<file path="src/rtl/shift_unit_seq_if.sv">
// Valid/ready command and result bus for shift_unit_seq.
// master drives commands and accepts results; slave is the shift unit.
interface shift_unit_seq_if #(
  parameter int WIDTH = 8,
  parameter int SHW   = $clog2(WIDTH)
);
  logic             in_valid;
  logic             in_ready;
  logic [WIDTH-1:0] data_in;
  logic [SHW-1:0]   amt;
  logic [2:0]       mode;
  logic             out_valid;
  logic             out_ready;
  logic [WIDTH-1:0] data_out;
  logic             carry_out;
  logic             busy;

  modport master (
    output in_valid, data_in, amt, mode, out_ready,
    input  in_ready, out_valid, data_out, carry_out, busy
  );

  modport slave (
    input  in_valid, data_in, amt, mode, out_ready,
    output in_ready, out_valid, data_out, carry_out, busy
  );
endinterface

</file>
<file path="src/rtl/shift_unit_seq.sv">
// Sequential shift/rotate unit (LSL/LSR/ASL/ASR/ROL/ROR) with carry out.
// Define SHIFT_FAST_EN for a single-cycle barrel path instead of one bit per clock.
module shift_unit_seq #(
  parameter int WIDTH = 8,
  parameter int SHW   = $clog2(WIDTH)
) (
  input  logic            clk,
  input  logic            rst,
  shift_unit_seq_if.slave bus
);

  typedef enum logic [1:0] {IDLE, SHIFT, DONE} state_t;

  state_t           state_q, state_d;
  logic [WIDTH-1:0] res_p1;
  logic             carry_p1;
  logic             accept;
  logic             reserved_in;

  assign accept      = bus.in_valid && (state_q == IDLE);
  assign reserved_in = (bus.mode[2:1] == 2'b11);

`ifdef SHIFT_FAST_EN
  // Full shift by a; returns {carry, result}. a==0 yields {0, v}.
  function automatic logic [WIDTH:0] barrel(input logic [2:0] m,
                                            input logic [WIDTH-1:0] v,
                                            input logic [SHW-1:0] a);
    logic [WIDTH:0]          wl;
    logic [WIDTH:0]          wr;
    logic signed [WIDTH:0]   ws;
    logic [2*WIDTH-1:0]      dbl;
    logic [WIDTH-1:0]        r;
    barrel = {1'b0, v};
    case (m)
      3'd0, 3'd2: begin
        wl     = {1'b0, v} << a;
        barrel = wl;
      end
      3'd1: begin
        wr     = {v, 1'b0} >> a;
        barrel = {wr[0], wr[WIDTH:1]};
      end
      3'd3: begin
        ws     = $signed({v, 1'b0}) >>> a;
        barrel = {ws[0], ws[WIDTH:1]};
      end
      3'd4: begin
        dbl    = {v, v} << a;
        r      = dbl[2*WIDTH-1:WIDTH];
        barrel = {(|a) & r[0], r};
      end
      3'd5: begin
        dbl    = {v, v} >> a;
        r      = dbl[WIDTH-1:0];
        barrel = {(|a) & r[WIDTH-1], r};
      end
      default: barrel = {1'b0, v};
    endcase
  endfunction
`else
  logic [SHW-1:0] cnt_p1;
  logic [2:0]     mode_p1;

  // One-position step; returns {carry, result}.
  function automatic logic [WIDTH:0] step1(input logic [2:0] m,
                                           input logic [WIDTH-1:0] v);
    logic signed [WIDTH-1:0] sv;
    sv = v;
    case (m)
      3'd0, 3'd2: step1 = {v, 1'b0};
      3'd1:       step1 = {v[0], 1'b0, v[WIDTH-1:1]};
      3'd3:       step1 = {v[0], sv >>> 1};
      3'd4:       step1 = {v[WIDTH-1], v[WIDTH-2:0], v[WIDTH-1]};
      3'd5:       step1 = {v[0], v[0], v[WIDTH-1:1]};
      default:    step1 = {1'b0, v};
    endcase
  endfunction
`endif

  // State register
  always_ff @(posedge clk) begin
    if (rst) state_q <= IDLE;
    else     state_q <= state_d;
  end

  // Next-state logic
  always_comb begin
    state_d = state_q;
    case (state_q)
      IDLE: begin
        if (accept) begin
`ifdef SHIFT_FAST_EN
          state_d = DONE;
`else
          state_d = (bus.amt == '0 || reserved_in) ? DONE : SHIFT;
`endif
        end
      end
`ifndef SHIFT_FAST_EN
      SHIFT:   if (cnt_p1 == SHW'(1)) state_d = DONE;
`endif
      DONE:    if (bus.out_ready) state_d = IDLE;
      default: state_d = IDLE;
    endcase
  end

  // Output logic
  always_comb begin
    bus.in_ready  = (state_q == IDLE);
    bus.out_valid = (state_q == DONE);
    bus.busy      = (state_q != IDLE);
  end

  assign bus.data_out  = res_p1;
  assign bus.carry_out = carry_p1;

  // Working register: the result must read zero out of reset, so it is cleared too
  always_ff @(posedge clk) begin
    if (rst) begin
      res_p1   <= '0;
      carry_p1 <= 1'b0;
    end else begin
      case (state_q)
        IDLE: begin
          if (accept) begin
`ifdef SHIFT_FAST_EN
            if (reserved_in) {carry_p1, res_p1} <= {1'b0, bus.data_in};
            else             {carry_p1, res_p1} <= barrel(bus.mode, bus.data_in, bus.amt);
`else
            res_p1   <= bus.data_in;
            carry_p1 <= 1'b0;
            cnt_p1   <= bus.amt;
            mode_p1  <= bus.mode;
`endif
          end
        end
`ifndef SHIFT_FAST_EN
        SHIFT: begin
          {carry_p1, res_p1} <= step1(mode_p1, res_p1);
          cnt_p1             <= cnt_p1 - SHW'(1);
        end
`endif
        default: ;
      endcase
    end
  end

endmodule

</file>
<file path="src/flat_wrapper.sv">
// flat-port wrapper written by rule: the top's interface ports become plain ports
module shift_unit_seq_flat 
#(
  parameter int WIDTH = 8,
  parameter int SHW   = $clog2(WIDTH)
)
  (clk, rst, bus_in_valid, bus_data_in, bus_amt, bus_mode, bus_out_ready, bus_in_ready, bus_out_valid, bus_data_out, bus_carry_out, bus_busy);
  shift_unit_seq_if #(.WIDTH(WIDTH), .SHW(SHW)) bus_i ();
  input  logic clk;
  input  logic rst;
  input wire logic [$bits(bus_i.in_valid)-1:0] bus_in_valid;
  input wire logic [$bits(bus_i.data_in)-1:0] bus_data_in;
  input wire logic [$bits(bus_i.amt)-1:0] bus_amt;
  input wire logic [$bits(bus_i.mode)-1:0] bus_mode;
  input wire logic [$bits(bus_i.out_ready)-1:0] bus_out_ready;
  output wire logic [$bits(bus_i.in_ready)-1:0] bus_in_ready;
  output wire logic [$bits(bus_i.out_valid)-1:0] bus_out_valid;
  output wire logic [$bits(bus_i.data_out)-1:0] bus_data_out;
  output wire logic [$bits(bus_i.carry_out)-1:0] bus_carry_out;
  output wire logic [$bits(bus_i.busy)-1:0] bus_busy;
  assign bus_i.in_valid = bus_in_valid;
  assign bus_i.data_in = bus_data_in;
  assign bus_i.amt = bus_amt;
  assign bus_i.mode = bus_mode;
  assign bus_i.out_ready = bus_out_ready;
  assign bus_in_ready = bus_i.in_ready;
  assign bus_out_valid = bus_i.out_valid;
  assign bus_data_out = bus_i.data_out;
  assign bus_carry_out = bus_i.carry_out;
  assign bus_busy = bus_i.busy;
  shift_unit_seq #(.WIDTH(WIDTH), .SHW(SHW)) u_core (.clk(clk), .rst(rst), .bus(bus_i));
endmodule
</file>
<file path="config.mk">
export PLATFORM = sky130hd
export DESIGN_NAME = shift_unit_seq_flat
export DESIGN_NICKNAME = d
export VERILOG_FILES = /design/src/rtl/shift_unit_seq_if.sv /design/src/rtl/shift_unit_seq.sv /design/src/flat_wrapper.sv
export SDC_FILE = /design/constraint.sdc
export NUM_CORES = 1
export LEC_CHECK = 0
export BUFFER_PORTS_ARGS = -buffer_cell sky130_fd_sc_hd__buf_2
export CORE_ASPECT_RATIO = 1.25
export CORE_MARGIN = 2
export CORE_UTILIZATION = 50
export CTS_CLUSTER_DIAMETER = 120
export DETAILED_ROUTE_END_ITERATION = 12
export GPL_ROUTABILITY_DRIVEN = 0
export GPL_TIMING_DRIVEN = 0
export PLACE_DENSITY = 0.87
export SLEW_MARGIN = 20
export SYNTH_ARGS = -nofsm -noshare
export SYNTH_HDL_FRONTEND = slang
export SYNTH_SLANG_ARGS = --single-unit
</file>
<file path="constraint.sdc">
create_clock -name clk -period 1.65 [get_ports clk]
set_clock_uncertainty 0.15 [all_clocks]
set_input_delay 0.0825 -clock clk [delete_from_list [all_inputs] [get_ports clk]]
set_output_delay 0.0825 -clock clk [all_outputs]
set_load 0.05 [all_outputs]
</file>
# Word level (Yosys, flattened, before mapping)
# Index checks and enable logic that the tools add are counted.
# totals
regBits	17
in_bits	18
out_inout_bits	12
elab_cells	49
# op_classes
add_sub_neg	1
eq_ne	15
muxes	12
n_bitwise	1
reduce_logical	14
# op_table
operator	n
$pmux W9 S5	1
$pmux W8 S2	1
$reduce_and A3 Y1	4
$mux W2	4
$mux W8	1
$eq A3 B1 Y1 const B	2
$eq A3 B2 Y1 const B	2
$eq A3 B3 Y1 const B	2
$logic_not A3 Y1	2
$ne A6 B1 Y1 const B	1
$pmux W2 S3	1
$pmux W3 S2	1
$ne A5 B1 Y1 const B	1
$eq A2 B2 Y1 const B	2
$ne A2 B1 Y1 const B	2
$ne A2 B2 Y1 const B	2
$reduce_and A4 Y1	1
$reduce_bool A2 Y1	2
$mux W3	1
$sub A3 B1 Y3 const B	1
$eq A2 B1 Y1 const B	1
$logic_not A2 Y1	1
$pmux W1 S2	1
$reduce_and A2 Y1	1
other kinds (5)	5

# Depth between registers and ports, before layout
# Gate-level depths: netlist of the first run.
# logic_depth
ltp_word	5
mapped_depth	4
depth_no_buf	4

# Worst setup path before layout of the first run
# Ideal clock, no wire load.
# synth_path
path_type	reg-to-reg
startpoint	reg u_core.state_q[1]
endpoint	reg u_core.mode_p1[0], enable pin
setup_time_ns	0.351
t_arrival_ns	2.096
t_required_ns	1.149
setup_slack_ns	-0.947
stages_incl_launch_ff	5
path_buffers	1
period_less_slack_ns	2.597
cell_sequence	dfxtp_1 > buf_4 > nor2_1 > inv_1 > nor3b_1
# synth_via
elab_chain_cells	3
# synth_rtl
item	line_no	text
from (decl)	shift_unit_seq.sv:14	state_t state_q, state_d;
from (signal assigned)	shift_unit_seq.sv:83	else state_q <= state_d;
$logic_not A2 Y1 *	n/a	
named net bus_in_ready	flat_wrapper.sv:16	output wire logic [$bits(bus_i.in_ready)-1:0] bus_in_ready;
$logic_and A1 B1 Y1	shift_unit_seq.sv:20	assign accept = bus.in_valid && (state_q == IDLE);
$reduce_and A3 Y1 (no line) *	n/a	
to (signal assigned)	shift_unit_seq.sv:133	mode_p1 <= bus.mode;
to (decl)	shift_unit_seq.sv:62	logic [2:0] mode_p1;
# Mark *: on every way through the listed nets, which the timed path passes. The rest lies on a longest branch.
# A chain may end at the register's enable or synchronous reset.

# Final worst setup path of the first run
# layout_path
startpoint	reg u_core.mode_p1[0]
endpoint	reg u_core.res_p1[7], in the netlist u_core.bus.data_out[7]
# layout_via
elab_chain_cells	4
elab_cells_between_ends	12
cone_classes	7 x eq/ne; 2 x mux; 3 x reduce/logical
# layout_rtl
item	line_no	text
$eq A3 B2 Y1 or $logic_not A3 Y1 (tied branches)	shift_unit_seq.sv:69	case (m)
$reduce_or A2 Y1	shift_unit_seq.sv:69	
$pmux W9 S5 or $ne A5 B1 Y1 (tied branches)	n/a	
$pmux W8 S2 or $reduce_and A4 Y1 (tied branches)	n/a	
to (signal assigned)	shift_unit_seq.sv:130	res_p1 <= bus.data_in;
to (signal assigned)	shift_unit_seq.sv:139	{carry_p1, res_p1} <= step1(mode_p1, res_p1);
to (decl)	shift_unit_seq.sv:15	logic [WIDTH-1:0] res_p1;
# Parallel ways exist; a longest one is shown, timed or not.

==> impl_results.md, run 1 <==
- Largest net degree at the start of global routing: 11
- CTS H-tree depth: 1
- Slew margin rel.: 73.6%
- Fin. max-slew vios: 0
- Most common cell after layout, fill and taps aside: buf_2
- Final Power: 1.30 mW
- Routed WL per cell: between 15 and 20 um
- Hold Slack: -0.00000944 ns
- Core Box Area: 0.00196 mm^2
- Final global-route overflow total: 0
- Synth Flop Type: dfxtp_1
- Vias in the first global route: a little over 900
- DIE HEIGHT: 54.8 um
- DR iter-0 viols: 56
- CP peak stage delay: 0.45 ns
- Layout cell share with drive strength beyond 1: 37.8%
- Status: finished, violations left
- Via count: 953
- Root Driver: clkbuf_4
- Final TNS setup: 0 ns
- Row cnt: 18
- Max Cap Viol: 0
- Worst-path cell chain: buf_6, o211a_1, or2_0, a221oi_2
- Final WS setup: 0.107 ns
- Ports: 30
- Commonest non-fill, non-tap cells in the layout: buf_2 (30), inv_1 (13), dlygate4sd3_1 (12)
- First-pass GRT wire length: between 4 and 5 mm
- Mapped Area: 0.00103 mm^2
- Final number of setup-violating endpoints: 0
- Starting Density: 52.6%
- Full die area: ~0.0024 mm^2
- Failing checks: hold timing
- Reg clk slew, reported paths: 0.11 ns
- P_leak: 0.602 nW
- Post-Synthesis Cells: 103
- Critical path fanouts, max: 10
- Avg Cell Area, Syn: 10.0 um^2
- Layout area overhead: 31.9%
- Tightest Hold Check Type: in2reg
- Final core occ: 69.4%
- First-pass DRT Iterations: 4
- Worst Max-Slew Pin Slew: 0.396 ns
- Critical Path RT: between 1.5 and 2 ns
- N_diodes: 0
- RSZ-0062 raised after global routing: false
- Delay-heaviest family, CP: compound AO/OA/AOI/OAI gates
- DR vias/cell: 5.67
- Antenna-violating nets left: 0
- Total CTS buffers: 3
- Ys async rst share: 0%
- Slowest stage cell, crit path: edfxtp_1
- Die width: 44.6 um
- Pre-CTS WS: 0.122 ns
- Sequential area share after synthesis: about two fifths
- Min cycle time layout: 1.54 ns
- I/O Buffers: 29
- Clk buf depth: 2
- Nets: 169
- Fin. Hold Viols: 1
- Clock latency on the worst-skew pair: 0.31 ns
- Number of synthesized register bits: 17
- Startpoint types: flip-flop
- Crit path kind: reg2reg
- Worst setup EP type: flip-flop
- Critical path buffer and inverter count: 1
- Initial antenna violation count: 0
- Worst VDD drop: 0.000771 V
- DRC Markers: 0
- CTS tree: yes
- CTS sink cnt: 17
- Syn Nets: 123
- Hpwl dp: 1.78 mm
- Pwr dens: 957 mW/mm^2
- Final period util: 93.5%
- F_max: 0.648 GHz
- Filler cell count: 157
- Post-synth cell types: 38
- Arr. time, crit path: 1.62 ns
- Post-synth EDFFs: 6
- GRT Total Usage: 23.5%
- Post-Route WL: 2.59 mm
- Synth Warn #: 0
worst paths after layout:
kind / from / endpoint / slack (ns) / cells after the start
worst max-delay path: u_core.mode_p1[0] / u_core.bus.data_out[7] / 0.11 / 4
worst min-delay path: bus_data_in[2] / u_core.bus.data_out[2] / -0.000009 / 3
worst max register to register: u_core.mode_p1[0] / u_core.bus.data_out[7] / 0.11 / 4
worst min register to register: u_core.bus.carry_out / u_core.bus.carry_out / 0.36 / 2
layout make-up:
class	instances	area (um^2)	area share, %
Tap cell	20	25.0	1.84
Multi-Input combinational cell	68	556	40.8
Buffer	5	38.8	2.85
Clock buffer	4	26.3	1.93
Inverter	13	48.8	3.59
Sequential cell	17	400	29.4
Timing Repair Buffer	41	265	19.5
sequential cells by signal, summed over array words and instances, names as in the netlist:
| register | count |
|---|---|
| u_core.bus.carry_out | 1 |
| u_core.state_q | 2 |
| u_core.bus.data_out | 8 |
| u_core.cnt_p1 | 3 |
| u_core.mode_p1 | 3 |
report_power, final:
part	switching [mW]	leakage, nW	internal, mW
combinational	0.329	0.440	0.196
clock	0.145	0.0150	0.0947
sequential	0.0507	0.147	0.488
total	0.524	0.602	0.778
per-layer routing:
metal / GRT usage, % / wire length (um) / up-vias
met4: 11.1 / 55 / 0
met5: 0 / 0 / -
li1: - / - / 476
met1: 29.2 / 1120 / 441
met2: 40.3 / 1320 / 31
met3: 2.31 / 97 / 5
through the flow:
step / std cells / area, um^2
detailed placement: 152 / 1210
global route: 168 / 1360
CTS: 168 / 1360
global placement: 152 / 1210
finish: 168 / 1360
floorplan: 103 / 1040
tightest hold or removal path, stage by stage:
cell	delay, ns
buf_2	0.10
o21ai_0	0.17
a221oi_1	0.07
cells in the mapped netlist (2+ instances only):
master / number / area, um^2
inv_1: 13 / 48.8
dfxtp_1: 11 / 220
o21ai_0: 8 / 40.0
mux2_2: 7 / 78.8
a221oi_1: 6 / 52.6
a31oi_1: 6 / 37.5
edfxtp_1: 6 / 180
nand2_1: 5 / 18.8
a21oi_1: 3 / 15.0
nand2b_1: 3 / 18.8
nor2_1: 3 / 11.3
a221oi_2: 2 / 30.0
and2b_1: 2 / 15.0
buf_6: 2 / 22.5
ha_1: 2 / 25.0
o211ai_1: 2 / 15.0
logic make-up (layout without fill, tap and decap cells):
kind of cell / count (synthesis) / in the layout / share of synthesized area [%]
XOR/XNOR: 1 / 1 / 0.850
flip-flops: 17 / 17 / 38.8
buffers and inverters: 18 / 63 / 8.49
adder cells (fa/ha/maj): 2 / 2 / 2.43
AND/OR/NAND/NOR: 20 / 20 / 12.3
multiplexers: 8 / 8 / 8.62
AO/OA/AOI/OAI: 37 / 37 / 28.5
repair_timing:
item | 4_1_cts | 5_1_grt
endpoints found under the hold margin | 12 | 0
hold buffers | 12 | 0
buffers inserted | 0 | 0
gates resized for setup | 0 | 0
No activity file was read; power rests on OpenSTA's default activity.
==> run 2: changes to the inputs <==
==> constraint.sdc (replaced) <==
create_clock -name clk -period 1.65 [get_ports clk]
set_clock_uncertainty 0.15 [all_clocks]
set_input_delay 0.165 -clock clk [delete_from_list [all_inputs] [get_ports clk]]
set_output_delay 0.165 -clock clk [all_outputs]
set_load 0.05 [all_outputs]
==> run 2 against run 1 <==
Compared with the run above: the flow now finishes without violations; utilization decreased by 4.0 points; critical path depth unchanged; final cell count decreased by 4.8%; die area unchanged; largest power group unchanged; count of clock-buffer cells in the layout unchanged; worst setup slack got worse by 0.032 ns; sequential share of layout area increased by 1.8 points; first-iteration DRC count decreased by 29%; largest cell class unchanged.
==> impl_results.md, run 2 (synthesis results as in run 1) <==
- Sequential cell area: 400 um^2 (unchanged)
- Layout area overhead: 24.4%
- Tightest Hold Check Type: in2reg
- Layout cell share with drive strength beyond 1: 40.0% (+2.2 points)
- Worst setup EP type: output port
- Critical path buffer and inverter count: 3 (+2)
- Min cycle time layout: 1.57 ns (+0.0317 ns)
- Ports: 30 (unchanged)
- Critical path fanouts, max: 10 (unchanged)
- Total CTS buffers: 3 (unchanged)
- I/O Buffers: 29 (unchanged)
- Initial antenna violation count: 0 (unchanged)
- Pwr dens: 1000 mW/mm^2 (+4.6%)
- Max reg flops: 8 (unchanged)
- Die width: 44.6 um (unchanged)
- CTS sink cnt: 17 (unchanged)
- Post-Route WL: 2.44 mm (-5.8%)
- Largest net degree at the start of global routing: 11 (unchanged)
- Starting Density: 52.6% (unchanged)
- Delay-heaviest family, CP: buffers and inverters
- Row cnt: 18 (unchanged)
- Slowest stage cell, crit path: dfxtp_1
- Multi-input logic area: 556 um^2 (unchanged)
- Root Driver: clkbuf_4
- Via count: 932 (-2.2%)
- Core Box Area: 0.00196 mm^2 (unchanged)
- Fin. max-slew vios: 0 (unchanged)
- Pre-CTS WS: 0.122 ns (unchanged)
- Filler cell count: 164 (+4.5%)
- Worst R2R Path Depth: 4 (unchanged)
- Routed WL per cell: 15.3 um (-1.1%)
- CP peak stage delay: 0.37 ns (-0.08 ns)
- Hpwl dp: 1.78 mm (unchanged)
- Number of stages on the worst setup path: 4 (unchanged)
- Clk buf depth: 2 (unchanged)
- CTS H-tree depth: 1 (unchanged)
- Worst-path cell chain: buf_4, nor2_4, inv_1, clkbuf_4
- Arr. time, crit path: 1.26 ns (-0.36 ns)
- Crit path kind: reg2out
- DR iter-0 viols: 40 (-29%)
- Fin. Hold Viols: 0 (-1)
- F_max: 0.635 GHz (-2.0%)
- P_leak: 0.568 nW (-5.6%)
- Final global-route overflow total: 0 (unchanged)
- Worst Max-Slew Pin Slew: 0.402 ns (+0.00606 ns)
- Max Cap Viol: 0 (unchanged)
- N_diodes: 0 (unchanged)
- Most common cell after layout, fill and taps aside: buf_2
- Placed Instances: 152 (unchanged)
- First-pass GRT wire length: 3.93 mm (-4.5%)
- Final period util: 95.4% (+1.9 points)
- Final core occ: 65.5% (-4.0 points)
- Reg clk slew, reported paths: 0.10 ns (about the same)
- DRC Markers: 0 (unchanged)
- Final Power: 1.28 mW (-1.4%)
- CTS tree: yes
- Clock latency on the worst-skew pair: 0.31 ns (about the same)
- Worst Hold Depth: 3 (unchanged)
- RSZ-0062 raised after global routing: false
- GRT Total Usage: 22.4% (-1.1 points)
- DR vias/cell: 5.83 (+2.7%)
- Slew margin rel.: 73.2% (-0.40 points)
- Critical Path RT: 1.33 ns (-0.40 ns)
- Antenna-violating nets left: 0 (unchanged)
- First-pass DRT Iterations: 4 (unchanged)
- DIE HEIGHT: 54.8 um (unchanged)
- Commonest non-fill, non-tap cells in the layout: buf_2 (29), inv_1 (13), dfxtp_1 (11)
- Startpoint types: flip-flop
- Status: finished clean
- Nets: 161 (-4.7%)
- Final number of setup-violating endpoints: 0 (unchanged)
- Worst VDD drop: 0.000749 V (-2.9%)
- Vias in the first global route: 865 (-5.8%)
- Final WS setup: 0.0757 ns (-0.0317 ns)
- Layout Cells excl Fill: 160 (-4.8%)
- Post-CTS setup buffer count: 0 (unchanged)
- Full die area: 0.00244 mm^2 (unchanged)
==> run 2: metrics by stage <==
| step | cell area (um^2) | setup TNS (ns) | hold slack [ns] |
|---|---|---|---|
| final | 1280 | 0 | 0.00595 |
| after global routing | 1280 | 0 | 0.0377 |
| after CTS | 1280 | 0 | 0.0112 |
| after detailed placement | 1210 | 0 | 0.194 |
| after global placement | 1210 | 0 | 0.192 |
| after floorplan | 1040 | -0.579 | 0.0910 |
==> run 2: layout make-up <==
| cell class | count | share of cell area (%) |
|---|---|---|
| timing repair buffer | 33 | 14.6 |
| tap | 20 | 1.95 |
| inverter | 13 | 3.80 |
| multi-input combinational | 68 | 43.3 |
| sequential | 17 | 31.2 |
| buffer | 5 | 3.02 |
| clock buffer | 4 | 2.05 |
==> run 2: metal layers <==
layer  track usage [%]  vias up  wire length, um
met5                 0        -                0
met4              10.6        0               71
met3              1.98        7               90
met2              38.4       29             1240
met1              28.0      435             1040
li1                  -      461                -
==> run 2: power by group <==
group / switching [mW] / leakage (nW) / internal (mW) / total, mW
clock: 0.141 / 0.0150 / 0.0946 / 0.236
sequential: 0.0505 / 0.147 / 0.488 / 0.538
combinational: 0.325 / 0.406 / 0.185 / 0.510
total: 0.516 / 0.568 / 0.768 / 1.28
==> run 2: what timing repair did <==
action                                  in CTS  in global routing
hold buffers                                 4                  0
endpoints found under the setup margin       0                  1
gates resized for setup                      0                  1
endpoints found under the hold margin        6                  0
==> run 2: path summary, 6_finish.rpt <==
kind	start	to	slack [ns]
setup / recovery	u_core.state_q[1]	bus_busy	0.08
hold / removal	bus_amt[1]	u_core.cnt_p1[1]	0.006
setup reg to reg	u_core.mode_p1[0]	u_core.bus.data_out[7]	0.11
hold reg to reg	u_core.bus.carry_out	u_core.bus.carry_out	0.35
==> run 2: worst reg2reg max path: stages, from the launching register on <==
cell and delay, ns:
edfxtp_1 0.45, buf_6 0.17, o211a_1 0.22, or2_0 0.22, a221oi_2 0.26
